<file path="config.mk">
export PLATFORM = sky130hd
export DESIGN_NAME = rv_decode_queue_flat
export DESIGN_NICKNAME = d
export VERILOG_FILES = /design/src/rtl/rv_decode_queue_pkg.sv /design/src/rtl/rv_decode_queue_if.sv /design/src/rtl/rv_decode_queue_comb.sv /design/src/rtl/rv_decode_queue.sv /design/src/flat_wrapper.sv
export SDC_FILE = /design/constraint.sdc
export NUM_CORES = 1
export LEC_CHECK = 0
export ABC_AREA = 1
export BUFFER_PORTS_ARGS = -buffer_cell sky130_fd_sc_hd__buf_2
export CORE_MARGIN = 5
export CORE_UTILIZATION = 40
export DETAILED_ROUTE_END_ITERATION = 7
export GPL_TIMING_DRIVEN = 0
export SYNTH_ARGS = -nofsm -noshare
export SYNTH_HDL_FRONTEND = slang
export SYNTH_HIERARCHICAL = 1
export SYNTH_SLANG_ARGS = --single-unit
</file>
<file path="constraint.sdc">
create_clock -name clock -period 7.9 [get_ports clock]
set_input_delay 0.79 -clock clock [delete_from_list [all_inputs] [get_ports clock]]
set_output_delay 0.79 -clock clock [all_outputs]
set_load 0.01 [all_outputs]
</file>
<file path="src/rtl/rv_decode_queue_pkg.sv">
// Shared opcode/funct3 constants and the decoded record for the RV decode queue.
package rv_decode_pkg;

  localparam int unsigned OPC_W = 5;
  localparam int unsigned REG_W = 5;
  localparam int unsigned F3_W  = 3;
  localparam int unsigned F7_W  = 7;

  localparam logic [OPC_W-1:0] OPCODE_LOAD      = 5'b00000;
  localparam logic [OPC_W-1:0] OPCODE_MISC_MEM  = 5'b00011;
  localparam logic [OPC_W-1:0] OPCODE_OP_IMM    = 5'b00100;
  localparam logic [OPC_W-1:0] OPCODE_AUIPC     = 5'b00101;
  localparam logic [OPC_W-1:0] OPCODE_OP_IMM_32 = 5'b00110;
  localparam logic [OPC_W-1:0] OPCODE_STORE     = 5'b01000;
  localparam logic [OPC_W-1:0] OPCODE_OP        = 5'b01100;
  localparam logic [OPC_W-1:0] OPCODE_LUI       = 5'b01101;
  localparam logic [OPC_W-1:0] OPCODE_OP_32     = 5'b01110;
  localparam logic [OPC_W-1:0] OPCODE_BRANCH    = 5'b11000;
  localparam logic [OPC_W-1:0] OPCODE_JALR      = 5'b11001;
  localparam logic [OPC_W-1:0] OPCODE_JAL       = 5'b11011;
  localparam logic [OPC_W-1:0] OPCODE_SYSTEM    = 5'b11100;

  localparam logic [F3_W-1:0] F3_PRIV     = 3'b000;
  localparam logic [F3_W-1:0] F3_CSRRW    = 3'b001;
  localparam logic [F3_W-1:0] F3_CSRRS    = 3'b010;
  localparam logic [F3_W-1:0] F3_CSRRC    = 3'b011;
  localparam logic [F3_W-1:0] F3_SYS_RSVD = 3'b100;
  localparam logic [F3_W-1:0] F3_CSRRWI   = 3'b101;
  localparam logic [F3_W-1:0] F3_CSRRSI   = 3'b110;
  localparam logic [F3_W-1:0] F3_CSRRCI   = 3'b111;

  typedef struct packed {
    logic             sigill;
    logic [OPC_W-1:0] opcode;
    logic [F3_W-1:0]  funct3;
    logic [F7_W-1:0]  funct7;
    logic [REG_W-1:0] funct5;
    logic [REG_W-1:0] rd;
    logic [REG_W-1:0] rs1;
    logic [REG_W-1:0] rs2;
  } decoded_t;

endpackage

</file>
<file path="src/rtl/rv_decode_queue_if.sv">
// Fetch-side and execute-side handshake bundle; master is the environment, slave is the queue.
interface rv_decode_queue_if #(parameter int unsigned XLEN = 32);
  import rv_decode_pkg::*;

  logic             in_valid;
  logic             in_ready;
  logic [31:0]      in_inst;
  logic [XLEN-1:0]  in_pc;
  logic             out_valid;
  logic             out_ready;
  logic [XLEN-1:0]  out_pc;
  logic             out_sigill;
  logic [OPC_W-1:0] out_opcode;
  logic [F3_W-1:0]  out_funct3;
  logic [F7_W-1:0]  out_funct7;
  logic [REG_W-1:0] out_funct5;
  logic [REG_W-1:0] out_rd;
  logic [REG_W-1:0] out_rs1;
  logic [REG_W-1:0] out_rs2;
  logic [XLEN-1:0]  out_imm;

  modport master (
    output in_valid, in_inst, in_pc, out_ready,
    input  in_ready, out_valid, out_pc, out_sigill, out_opcode, out_funct3,
           out_funct7, out_funct5, out_rd, out_rs1, out_rs2, out_imm
  );

  modport slave (
    input  in_valid, in_inst, in_pc, out_ready,
    output in_ready, out_valid, out_pc, out_sigill, out_opcode, out_funct3,
           out_funct7, out_funct5, out_rd, out_rs1, out_rs2, out_imm
  );
endinterface

</file>
<file path="src/rtl/rv_decode_queue_comb.sv">
// rv_decode_comb: purely combinational RV32I/RV64I decode of one instruction word.
// RV_DECODE_QUEUE_ZICSR_EN makes the CSR forms of the system opcode legal.
module rv_decode_comb
  import rv_decode_pkg::*;
#(
  parameter int unsigned XLEN = 32
) (
  input  logic [31:0]     inst,
  output decoded_t        dec,
  output logic [XLEN-1:0] imm
);

  logic is_r, is_i, is_s, is_b, is_u, is_j, is_sys, is_csr, legal;
  logic [31:0] imm32;

  // Classify the word into an instruction format
  always_comb begin
    is_r   = 1'b0;
    is_i   = 1'b0;
    is_s   = 1'b0;
    is_b   = 1'b0;
    is_u   = 1'b0;
    is_j   = 1'b0;
    is_sys = 1'b0;
    is_csr = 1'b0;
    case (inst[6:2])
      OPCODE_OP:        is_r = 1'b1;
      OPCODE_OP_32:     is_r = (XLEN == 64);
      OPCODE_LOAD, OPCODE_MISC_MEM, OPCODE_OP_IMM, OPCODE_JALR: is_i = 1'b1;
      OPCODE_OP_IMM_32: is_i = (XLEN == 64);
      OPCODE_STORE:     is_s = 1'b1;
      OPCODE_BRANCH:    is_b = 1'b1;
      OPCODE_LUI, OPCODE_AUIPC: is_u = 1'b1;
      OPCODE_JAL:       is_j = 1'b1;
      OPCODE_SYSTEM: begin
        if (inst[14:12] == F3_PRIV) begin
          is_sys = 1'b1;
        end
`ifdef RV_DECODE_QUEUE_ZICSR_EN
        else if (inst[14:12] != F3_SYS_RSVD) begin
          is_csr = 1'b1;
        end
`endif
      end
      default: ;
    endcase
    legal = (inst[1:0] == 2'b11) &
            (is_r | is_i | is_s | is_b | is_u | is_j | is_sys | is_csr);
  end

  // Drive only the fields the format defines; illegal words carry just sigill
  always_comb begin
    dec   = '0;
    imm   = '0;
    imm32 = '0;
    if (legal) begin
      dec.opcode = inst[6:2];
      if (is_r | is_i | is_s | is_b | is_sys | is_csr) dec.funct3 = inst[14:12];
      if (is_r | is_i | is_u | is_j | is_csr)          dec.rd     = inst[11:7];
      if (is_r | is_i | is_s | is_b | is_csr)          dec.rs1    = inst[19:15];
      if (is_r | is_s | is_b)                          dec.rs2    = inst[24:20];
      // funct7/funct5 select among R-type ops and among priv ops (ecall/ebreak/mret)
      if (is_r | is_sys) begin
        dec.funct7 = inst[31:25];
        dec.funct5 = inst[24:20];
      end
      if (is_i) imm32 = {{20{inst[31]}}, inst[31:20]};
      if (is_s) imm32 = {{20{inst[31]}}, inst[31:25], inst[11:7]};
      if (is_b) imm32 = {{19{inst[31]}}, inst[31], inst[7], inst[30:25], inst[11:8], 1'b0};
      if (is_u) imm32 = {inst[31:12], 12'b0};
      if (is_j) imm32 = {{11{inst[31]}}, inst[31], inst[19:12], inst[20], inst[30:21], 1'b0};
      imm = XLEN'($signed(imm32));
      // CSR number is an unsigned address, not an offset
      if (is_csr) imm = XLEN'(inst[31:20]);
    end else begin
      dec.sigill = 1'b1;
    end
  end

endmodule

</file>
<file path="src/rtl/rv_decode_queue.sv">
// rv_decode_queue: decodes fetched words and buffers the records in a DEPTH-entry circular queue.
// RV_DECODE_QUEUE_ZICSR_EN (optional) enables Zicsr decode in rv_decode_comb.
module rv_decode_queue
  import rv_decode_pkg::*;
#(
  parameter int unsigned XLEN  = 32,
  parameter int unsigned DEPTH = 4
) (
  input logic clock,
  input logic reset,
  input logic flush,
  rv_decode_queue_if.slave bus
);

  localparam int unsigned PTR_W = (DEPTH > 1) ? $clog2(DEPTH) : 1;
  localparam int unsigned CNT_W = $clog2(DEPTH + 1);

  decoded_t        dec_in;
  logic [XLEN-1:0] imm_in;

  decoded_t        dec_mem [DEPTH];
  logic [XLEN-1:0] pc_mem  [DEPTH];
  logic [XLEN-1:0] imm_mem [DEPTH];

  logic [PTR_W-1:0] head, tail;
  logic [CNT_W-1:0] count;
  logic             push, pop, out_valid_c;
  decoded_t         head_dec;

  rv_decode_comb #(.XLEN(XLEN)) u_decode (
    .inst (bus.in_inst),
    .dec  (dec_in),
    .imm  (imm_in)
  );

  function automatic logic [PTR_W-1:0] ptr_inc(input logic [PTR_W-1:0] p);
    return (p == PTR_W'(DEPTH - 1)) ? '0 : p + PTR_W'(1);
  endfunction

  // Handshake qualifiers; in_ready deliberately ignores out_ready
  assign bus.in_ready = ~reset & ~flush & (count < CNT_W'(DEPTH));
  assign out_valid_c  = (count != '0);
  assign push         = bus.in_valid & bus.in_ready;
  assign pop          = out_valid_c & bus.out_ready;

  // Pointer and occupancy update; reset and flush both empty the queue
  always_ff @(posedge clock) begin
    if (reset | flush) begin
      head  <= '0;
      tail  <= '0;
      count <= '0;
    end else begin
      if (push) tail <= ptr_inc(tail);
      if (pop)  head <= ptr_inc(head);
      if (push & ~pop)      count <= count + CNT_W'(1);
      else if (pop & ~push) count <= count - CNT_W'(1);
    end
  end

  // Entry storage written at the tail on accept
  always_ff @(posedge clock) begin
    if (push) begin
      dec_mem[tail] <= dec_in;
      pc_mem[tail]  <= bus.in_pc;
      imm_mem[tail] <= imm_in;
    end
  end

  assign head_dec = dec_mem[head];

  // Head presentation, forced to zero while the queue is empty
  always_comb begin
    bus.out_valid  = out_valid_c;
    bus.out_pc     = '0;
    bus.out_sigill = 1'b0;
    bus.out_opcode = '0;
    bus.out_funct3 = '0;
    bus.out_funct7 = '0;
    bus.out_funct5 = '0;
    bus.out_rd     = '0;
    bus.out_rs1    = '0;
    bus.out_rs2    = '0;
    bus.out_imm    = '0;
    if (out_valid_c) begin
      bus.out_pc     = pc_mem[head];
      bus.out_sigill = head_dec.sigill;
      bus.out_opcode = head_dec.opcode;
      bus.out_funct3 = head_dec.funct3;
      bus.out_funct7 = head_dec.funct7;
      bus.out_funct5 = head_dec.funct5;
      bus.out_rd     = head_dec.rd;
      bus.out_rs1    = head_dec.rs1;
      bus.out_rs2    = head_dec.rs2;
      bus.out_imm    = imm_mem[head];
    end
  end

endmodule

</file>
<file path="src/flat_wrapper.sv">
// flat-port wrapper written by rule: the top's interface ports become plain ports
module rv_decode_queue_flat import rv_decode_pkg::*;
#(
  parameter int unsigned XLEN  = 32,
  parameter int unsigned DEPTH = 4
)
  (clock, reset, flush, bus_in_valid, bus_in_inst, bus_in_pc, bus_out_ready, bus_in_ready, bus_out_valid, bus_out_pc, bus_out_sigill, bus_out_opcode, bus_out_funct3, bus_out_funct7, bus_out_funct5, bus_out_rd, bus_out_rs1, bus_out_rs2, bus_out_imm);
  rv_decode_queue_if #(.XLEN(XLEN)) bus_i ();
  input logic clock;
  input logic reset;
  input logic flush;
  input wire logic [$bits(bus_i.in_valid)-1:0] bus_in_valid;
  input wire logic [$bits(bus_i.in_inst)-1:0] bus_in_inst;
  input wire logic [$bits(bus_i.in_pc)-1:0] bus_in_pc;
  input wire logic [$bits(bus_i.out_ready)-1:0] bus_out_ready;
  output wire logic [$bits(bus_i.in_ready)-1:0] bus_in_ready;
  output wire logic [$bits(bus_i.out_valid)-1:0] bus_out_valid;
  output wire logic [$bits(bus_i.out_pc)-1:0] bus_out_pc;
  output wire logic [$bits(bus_i.out_sigill)-1:0] bus_out_sigill;
  output wire logic [$bits(bus_i.out_opcode)-1:0] bus_out_opcode;
  output wire logic [$bits(bus_i.out_funct3)-1:0] bus_out_funct3;
  output wire logic [$bits(bus_i.out_funct7)-1:0] bus_out_funct7;
  output wire logic [$bits(bus_i.out_funct5)-1:0] bus_out_funct5;
  output wire logic [$bits(bus_i.out_rd)-1:0] bus_out_rd;
  output wire logic [$bits(bus_i.out_rs1)-1:0] bus_out_rs1;
  output wire logic [$bits(bus_i.out_rs2)-1:0] bus_out_rs2;
  output wire logic [$bits(bus_i.out_imm)-1:0] bus_out_imm;
  assign bus_i.in_valid = bus_in_valid;
  assign bus_i.in_inst = bus_in_inst;
  assign bus_i.in_pc = bus_in_pc;
  assign bus_i.out_ready = bus_out_ready;
  assign bus_in_ready = bus_i.in_ready;
  assign bus_out_valid = bus_i.out_valid;
  assign bus_out_pc = bus_i.out_pc;
  assign bus_out_sigill = bus_i.out_sigill;
  assign bus_out_opcode = bus_i.out_opcode;
  assign bus_out_funct3 = bus_i.out_funct3;
  assign bus_out_funct7 = bus_i.out_funct7;
  assign bus_out_funct5 = bus_i.out_funct5;
  assign bus_out_rd = bus_i.out_rd;
  assign bus_out_rs1 = bus_i.out_rs1;
  assign bus_out_rs2 = bus_i.out_rs2;
  assign bus_out_imm = bus_i.out_imm;
  rv_decode_queue #(.XLEN(XLEN), .DEPTH(DEPTH)) u_core (.clock(clock), .reset(reset), .flush(flush), .bus(bus_i));
endmodule
</file>
==> flow_summary.json, run 1 <==
{
  "synthFlopType": "edfxtp_1",
  "cts.hold.buffers_added": 0,
  "drv_slew": 0,
  "synth_top_area_share_pct": 69.5,
  "reg2reg_from": "u_core/count[2]",
  "synthArstFlopShare_pct": 0,
  "crit_type": "register to primary output",
  "vias_per_cell": 5.00,
  "nNetsFinal": 1866,
  "finalCriticalPeriod_ns": 3.38,
  "grt_antenna_before_repair": 3,
  "crit_path_end_kind": "primary output",
  "place_inst": 2328,
  "drive_above_1_share_pct": 19.7,
  "initialDrtViolationCount": 1133,
  "synth_edf_count": 400,
  "cp-endpoint": "bus_out_funct7[2]",
  "cts_tree": "yes",
  "start_kind": "register",
  "firstDrtPassIters": 5,
  "totalWireLength_um": 46500,
  "p_leak_uw": 0.00805,
  "max_freq_ghz": 0.296,
  "via_count": 12055,
  "root_buffer": "clkbuf_16",
  "p_per_area_nw_per_um2": 228,
  "netlist.top_cell.by_area": "edfxtp_1",
  "place_congestion": 0.867,
  "post_cts_resized": 0,
  "clkLatencyLatePin_ns": 0.56,
  "worst_ep_arrival_time_ns": 2.59,
  "post-route-period-util_pct": 42.8,
  "grt_pass1_wl_um": 69400,
  "post-place-ws_ns": 4.40,
  "rr_worst_depth": 6,
  "clk_pin_slew_ns": 0.06,
  "cts_sinks": 409,
  "rows": 76,
  "ios": 171,
  "synthTopCellsByArea": "edfxtp_1 (69%), nand2_1 (10%), nor2_1 (6.2%), o21ai_0 (3.3%), a21oi_1 (3.1%)",
  "totalPowerFinal_uw": 4710,
  "area_delta_synth_final_pct": 19.5,
  "port_buffers": 170,
  "max_slew.worst_pin.slew_ns": 0.978,
  "dieArea_sq_um": 47500,
  "grt_overflow": 0,
  "slew_headroom_pct": 34.8,
  "grt_pass1_vias": 11424,
  "drc": 0,
  "fin_cells": 2409,
  "yosys_warnings": 6,
  "die_w_um": 218,
  "synth_area_sq_um": 17300,
  "grt_max_degree": 28,
  "yosysSeqAreaShare_pct": 70.5,
  "core_sq_um": 42900,
  "finalSetupViolations": 0,
  "ys_types": 32,
  "rsz0062_at_grt": "no",
  "avgRoutedWirePerCell_um": 19.3,
  "initial_core_util_pct": 40.3,
  "grt_usage_pct": 19.3,
  "clock_skew_ns": 0.0122,
  "timing.final.ws_setup_ns": 4.52,
  "ant_nets": 0,
  "hold_viol": 0,
  "peakVddDrop_uv": 159,
  "clk_path_buf_depth": 3,
  "avgSynthCellArea_sq_um": 11.1,
  "synth_most_common_cell": "nand2_1",
  "htree_levels": 2,
  "syn-num-nets": 1633,
  "post_cts_buffers": 0,
  "ys_ff_latch": 409,
  "dp_hpwl_um": 30700,
  "cp.required_ns": 7.11,
  "worstPathMaxFanout": 10,
  "max-cap-violations": 0,
  "r2r_slack_ns": 5.30,
  "hold_path.class": "input port to register",
  "synth_cells": 1557,
  "die_h_um": 218,
  "rr_endpoint": "u_core/imm_mem[0][1]",
  "ys_top_cells_by_count": "nand2_1 (462), edfxtp_1 (400), nor2_1 (285)",
  "status": "completed",
  "hold_ws_ns": 0.445,
  "cts_buffers": 45
}
layout make-up:
class | count | area, sq um
sequential | 409 | 12200
multi-input combinational | 1032 | 4480
tap | 585 | 732
clock inverter | 27 | 272
inverter | 32 | 120
fill | 3870 | 22200
buffer | 84 | 528
clock buffer | 53 | 1160
timing repair buffer | 186 | 1190
antenna | 1 | 2.50
power by group:
group | total (uW) | internal [uW] | switching, uW
Sequential | 2390 | 2380 | 5.10
Combinational | 284 | 84.5 | 199
Clock | 2040 | 1210 | 827
metal layers:
layer  track usage [%]  up-vias  routed length (um)
met1              26.8     5771               19900
met4              4.92        2                1100
met5                 0        -                  13
met2              31.2      447               21900
met3              4.08       70                3640
li1                  -     5765                   -
stage by stage:
stage | cell area, sq um | utilization, % | setup TNS (ns)
global placement | 18900 | 44.0 | -789.63
detailed placement | 19200 | 44.9 | 0
global route | 20700 | 48.2 | 0
floorplan | 17300 | - | 0
finish | 20700 | 48.2 | 0
CTS | 20700 | 48.2 | 0
logic make-up (layout without fill, tap and decap cells):
kind of cell	count (synthesis)	in the layout	synth area share, %
AO/OA/AOI/OAI	229	229	6.74
adder cells (fa/ha/maj)	7	7	0.550
buffers and inverters	116	382	3.75
flip-flops	409	409	70.5
other	0	1	0
AND/OR/NAND/NOR	796	796	18.5
worst min-delay path by stage:
stage / startpoint / endpoint / cells after the start / slack (ns)
3_3_place_gp: u_core/count[0] / u_core/count[0] / 1 / 0.48
4_1_cts: bus_in_pc[8] / u_core/pc_mem[0][8] / 1 / 0.41
3_5_place_dp: u_core/count[0] / u_core/count[0] / 1 / 0.50
5_1_grt: bus_in_pc[8] / u_core/pc_mem[0][8] / 1 / 0.41
2_1_floorplan: u_core/count[0] / u_core/count[0] / 1 / 0.47
6_report: bus_in_pc[10] / u_core/pc_mem[1][10] / 1 / 0.44
critical path: stages (launching register included):
cell	delay [ns]
dfxtp_1	0.29
inv_1	0.05
clkbuf_1	0.72
buf_2	0.39
nand2_1	0.08
a21oi_1	0.29
buf_2	0.20
placed cells by master (no fill, tap or decap), drive strengths merged:
cell and count:
o21ai 116, edfxtp 400, dfxtp 9, nor2 301, fa 1, ha 6
nor3 3, buf 256, a21oi 109, nand3 21, clkinv 21, nand3b 1
clkbuf 67, nand4 2, bufinv 5, clkinvlp 1, nand2 467, o211ai 4
or2 1, inv 32, diode 1
state kept, by name (all words and copies together), names as in the netlist, named ones only:
name / count
u_core/dec_mem: 144
u_core/imm_mem: 128
u_core/pc_mem: 128
u_core/count: 3
u_core/head: 2
u_core/tail: 2
Note: power is estimated with default switching activity, not from simulation.
==> run 2, diff against run 1 <==
- clock period: 7.9 -> 3 ns (I/O delays scaled with it)
==> run 2 against run 1 <==
Against the previous run: clock-buffer cell count is 5 higher; non-clock buffer count grew 32; sequential power rose to 2.6 times the previous value; final area increased by 2.0%; cell count increased by 1.5%; wire length shrank 0.34%; clock skew fell by 0.0051 ns; hold slack worse by 0.40 ns.
==> flow_summary.json, run 2 (synthesis results as in run 1) <==
{
  "status": "completed",
  "clock_power_share_pct": 44.0,
  "finalSetupViolations": 0,
  "max-cap-violations": 0,
  "design_area_sq_um": 21100,
  "cp.required_ns": 2.70,
  "ant_nets": 0,
  "peakVddDrop_uv": 410,
  "r2r_slack_ns": 0.40,
  "fin_cells": 2445,
  "totalWireLength_um": 46400,
  "post-route-period-util_pct": 92.9,
  "firstDrtPassIters": 5,
  "reg2reg_from": "u_core/count[2]",
  "drive_above_1_share_pct": 19.2,
  "cts_sinks": 409,
  "comb_power_share_pct": 6.2,
  "slew_headroom_pct": 36.3,
  "clk_pin_slew_ns": 0.05,
  "die_h_um": 218,
  "seq_power_share_pct": 49.8,
  "worst_ep_arrival_time_ns": 2.49,
  "max_freq_ghz": 0.359,
  "crit_path_end_kind": "primary output",
  "ios": 171,
  "nNetsFinal": 1899,
  "port_buffers": 170,
  "regMostFlops": "u_core/dec_mem",
  "intPower_uw": 9920,
  "vias_per_cell": 4.96,
  "hold_ws_ns": 0.0458,
  "avgRoutedWirePerCell_um": 19.0,
  "worstPathMaxFanout": 10,
  "dp_hpwl_um": 30400,
  "grt_usage_pct": 19.2,
  "start_kind": "register",
  "nFillCells": 3857,
  "finalCriticalPeriod_ns": 2.79,
  "dieArea_sq_um": 47500,
  "clkLatencyLatePin_ns": 0.57,
  "final_common_cell": "nand2_1",
  "p_per_area_nw_per_um2": 599,
  "rr_endpoint": "u_core/dec_mem[2][12]",
  "final_core_util_pct": 49.2,
  "grt_max_degree": 29,
  "via_count": 12137,
  "placed_area_sq_um": 19300,
  "initial_core_util_pct": 40.3,
  "htree_levels": 2,
  "clk_path_buf_depth": 3,
  "grt_antenna_before_repair": 5,
  "clock_skew_ns": 0.00704,
  "p_sw_share_pct": 21.5,
  "initialDrtViolationCount": 1068,
  "totalPowerFinal_uw": 12600,
  "die_w_um": 218,
  "place_inst": 2328,
  "p_leak_uw": 0.00823,
  "cp-endpoint": "bus_out_opcode[2]",
  "area_delta_synth_final_pct": 22.0,
  "reg_top3": "u_core/dec_mem: 144 flops, u_core/imm_mem: 128 flops, u_core/pc_mem: 128 flops",
  "root_buffer": "clkbuf_16",
  "hold_path.class": "input port to register",
  "p_sw_uw": 2720,
  "crit_type": "register to primary output",
  "rr_worst_depth": 6,
  "layout_common_cells": "nand2_1 (462), edfxtp_1 (400), nor2_1 (281)",
  "rows": 76,
  "rsz0062_at_grt": "no",
  "place_congestion": 0.917,
  "core_sq_um": 42900,
  "post_cts_buffers": 0,
  "grt_pass1_vias": 11731,
  "grt_pass1_wl_um": 69400,
  "max_slew.worst_pin.slew_ns": 0.956,
  "cts_tree": "yes",
  "holdCritStartpoint": "reset",
  "drc": 0,
  "largest_reg_flops": 144,
  "grt_overflow": 0,
  "drv_slew": 0,
  "hold_viol": 0,
  "cts_buffers": 46
}
[run 2: area by class of cell]
cell class / instances / area (sq um) / area share [%]
Sequential cell: 409 / 12200 / 57.8
Timing Repair Buffer: 218 / 1530 / 7.25
Tap cell: 585 / 732 / 3.47
Clock inverter: 25 / 243 / 1.15
Antenna cell: 2 / 5.00 / 0.0237
Inverter: 32 / 120 / 0.569
Multi-Input combinational cell: 1032 / 4480 / 21.3
Clock buffer: 58 / 1260 / 5.97
Buffer: 84 / 529 / 2.51
[run 2: worst min path at each step]
stage | to | slack [ns] | cells after the start
final | u_core/count[2] | 0.05 | 4
after floorplan | u_core/pc_mem[0][0] | 0.40 | 0
after global placement | u_core/count[0] | 0.49 | 1
after CTS | u_core/count[2] | 0.01 | 4
after detailed placement | u_core/count[0] | 0.50 | 1
after global routing | u_core/count[2] | 0.04 | 4
[run 2: per-layer routing]
layer | part of all wire, % | vias to the layer above | GRT usage, % | wire length, um
met4 | 2.6 | 4 | 6.01 | 1190
met2 | 47 | 430 | 31.4 | 21900
met5 | 0.045 | - | 0 | 21
met1 | 43 | 5802 | 26.0 | 20000
met3 | 7.2 | 69 | 3.82 | 3320
li1 | - | 5832 | - | -
[run 2: through the flow]
step / setup WS [ns] / TNS [ns]
6_report: 0.212 / 0
5_1_grt: 0.0589 / 0
4_1_cts: 0.0940 / 0
3_5_place_dp: -0.00365 / -0.0345
3_3_place_gp: -3.39 / -1329.95
2_1_floorplan: -0.901 / -360.14
[run 2: worst max-delay path, cell delays in order (launching register included)]
cell and delay (ns):
dfxtp_1 0.30, inv_1 0.05, clkbuf_1 0.71, buf_2 0.39, nor2_1 0.07, o21ai_0 0.09, a21oi_1 0.15, buf_2 0.17
[run 2: repair_timing]
item	4_1_cts	5_1_grt
setup endpoints to repair	1	0
endpoints found under the hold margin	128	0
hold buffers	32	0
resized for setup	1	0
[run 2: power groups by stage]
stage	clock network [uW]	registers, uW	logic [uW]
3_3_place_gp	0	6420	720
4_1_cts	5700	6290	787
2_1_floorplan	0	6420	400
5_1_grt	5930	6290	857
6_report	5560	6290	780
3_5_place_dp	0	6410	748
==> run 3, diff against run 2 <==
- ABC_CLOCK_PERIOD_IN_PS: not set -> 3000
- SYNTH_HIERARCHICAL: 1 -> not set
==> run 3 against run 2 <==
Against the previous run: first-iteration DRC count rose by 15%; flip-flop and latch count unchanged; worst setup slack worse by 0.10 ns; sequential share of layout area grew 1.7 points; combinational power is 29% higher; sequential power hardly changed; synthesized cell count decreased by 6.9%; clock skew increased by 0.0089 ns; largest cell class unchanged.
==> flow_summary.json, run 3 <==
{
  "status": "completed",
  "setup_tns_ns": 0,
  "totalPowerFinal_uw": 12600,
  "max_freq_ghz": 0.346,
  "finalSetupViolations": 0,
  "place_congestion": 0.804,
  "firstDrtPassIters": 6,
  "drv_slew": 0,
  "max-cap-violations": 0,
  "htree_levels": 2,
  "drive_above_1_share_pct": 17.7,
  "p_per_area_nw_per_um2": 613,
  "grt_pass1_wl_um": 69600,
  "via_count": 11884,
  "post-route-period-util_pct": 96.3,
  "design_area_sq_um": 20500,
  "synth_cells": 1450,
  "drc": 0,
  "synthArstFlopShare_pct": 0,
  "vias_per_cell": 5.19,
  "worstPathMaxFanout": 10,
  "ys_types": 33,
  "final_common_cell": "nor2_1",
  "min_to": "u_core.count[1]",
  "hold_path.class": "input port to register",
  "clk_pin_slew_ns": 0.06,
  "rows": 75,
  "die_h_um": 216,
  "ant_nets": 0,
  "final_core_util_pct": 49.0,
  "die_w_um": 216,
  "synthFlopType": "edfxtp_1",
  "synth_edf_count": 400,
  "ys_ff_latch": 409,
  "clk_path_buf_depth": 3,
  "cp.required_ns": 2.70,
  "finalCriticalPeriod_ns": 2.89,
  "p_leak_uw": 0.00750,
  "clock_skew_ns": 0.0160,
  "yosysSeqAreaShare_pct": 72.1,
  "ys_top_cells_by_count": "nor2_1 (456), edfxtp_1 (400), o21ai_0 (172)",
  "rr_endpoint": "u_core.dec_mem[2][1]",
  "grt_pass1_vias": 11504,
  "synth_top_area_share_pct": 71.1,
  "reg2reg_from": "u_core.count[2]",
  "root_buffer": "clkbuf_16",
  "grt_antenna_before_repair": 0,
  "avgSynthCellArea_sq_um": 11.7,
  "antenna_cells": 0,
  "syn-num-nets": 1526,
  "largest_reg_flops": 144,
  "slew_headroom_pct": 36.9,
  "placed_area_sq_um": 18800,
  "avgRoutedWirePerCell_um": 20.4,
  "yosys_warnings": 0,
  "holdCritStartpoint": "reset",
  "reg_top3": "u_core.dec_mem: 144 flops, u_core.imm_mem: 128 flops, u_core.pc_mem: 128 flops",
  "initialDrtViolationCount": 1224,
  "grt_usage_pct": 19.5,
  "layout_common_cells": "nor2_1 (452), edfxtp_1 (400), buf_2 (191)",
  "crit_type": "register to primary output",
  "crit_path_end_kind": "primary output",
  "clkLatencyLatePin_ns": 0.57,
  "ios": 171,
  "netlist.top_cell.by_area": "edfxtp_1",
  "regMostFlops": "u_core.dec_mem",
  "r2r_slack_ns": 0.79,
  "hold_viol": 0,
  "post_cts_buffers": 0,
  "synth_most_common_cell": "nor2_1",
  "cts_sinks": 409,
  "totalWireLength_um": 46700,
  "area_delta_synth_final_pct": 21.2,
  "rr_worst_depth": 4,
  "dieArea_sq_um": 46500,
  "synthTopCellsByArea": "edfxtp_1 (71%), nor2_1 (10%), o21ai_0 (5.1%), a21oi_1 (3.2%), clkbuf_1 (1.2%)",
  "fin_cells": 2288,
  "nNetsFinal": 1790,
  "place_inst": 2174,
  "grt_overflow": 0,
  "peakVddDrop_uv": 438,
  "core_sq_um": 41900,
  "max_slew.worst_pin.slew_ns": 0.945,
  "port_buffers": 170,
  "start_kind": "register",
  "initial_core_util_pct": 40.4,
  "synth_area_sq_um": 16900,
  "grt_max_degree": 30,
  "cts_tree": "yes",
  "cts_buffers": 45,
  "worst_ep_arrival_time_ns": 2.59,
  "hold-path-cell-count": 4,
  "dp_hpwl_um": 30400
}
[run 3: through the flow]
step / hold WS [ns] / worst slack [ns]
floorplan: 0.399 / -1.07
global placement: 0.471 / -3.44
detailed placement: 0.484 / 0.252
CTS: 0.0356 / 0.0511
global route: 0.0879 / -0.00272
finish: 0.0715 / 0.112
[run 3: cell families (layout without fill, tap and decap cells)]
| logic type | Yosys count | after routing | share of synthesized area (%) |
|---|---|---|---|
| compound gates | 323 | 323 | 9.74 |
| buf+inv | 142 | 441 | 3.58 |
| flops | 409 | 409 | 72.1 |
| fa+ha+maj | 7 | 7 | 0.563 |
| xor+xnor | 2 | 2 | 0.104 |
| simple gates | 567 | 567 | 13.9 |
[run 3: area by class of cell]
type / count / area, sq um
clock buffers: 58 / 1220
flip-flops and latches: 409 / 12200
inverters: 55 / 206
fillers: 3674 / 21400
clock inverters: 24 / 173
repair buffers: 217 / 1480
well taps: 539 / 674
multi-input cells: 899 / 4140
plain buffers: 87 / 409
[run 3: worst max path at each step]
stage	start	to	slack, ns	cells after the start
floorplan	flush	u_core.dec_mem[0][0]	-1.07	5
global placement	flush	u_core.pc_mem[3][1]	-3.44	6
detailed placement	flush	u_core.dec_mem[2][1]	0.25	7
CTS	u_core.count[0]	bus_out_imm[5]	0.05	5
global route	u_core.count[0]	bus_out_imm[14]	-0.003	5
finish	u_core.count[0]	bus_out_imm[11]	0.11	5
[run 3: routing by layer]
metal,share of wire [%],vias up,global-route usage [%]
met3,6.0,88,3.07
met5,0,-,0
li1,-,5620,-
met4,3.3,0,7.45
met2,48,413,32.0
met1,43,5763,26.4
[run 3: report_power, final]
group          switching (uW)  internal [uW]
clock network            2190           3030
logic                     684            323
registers                20.1           6300
total                    2890           9660
[run 3: repair_timing]
action,4_1_cts,5_1_grt
resized for setup,6,6
hold buffers,32,0
hold endpoints to repair,128,0
setup endpoints to repair,100,9
[run 3: critical path, cell delays in order, from the launching register on]
cell      delay [ns]
dfxtp_1         0.35
nor3_1          0.28
clkbuf_2        0.51
clkbuf_1        0.52
a21oi_1         0.17
buf_2           0.19
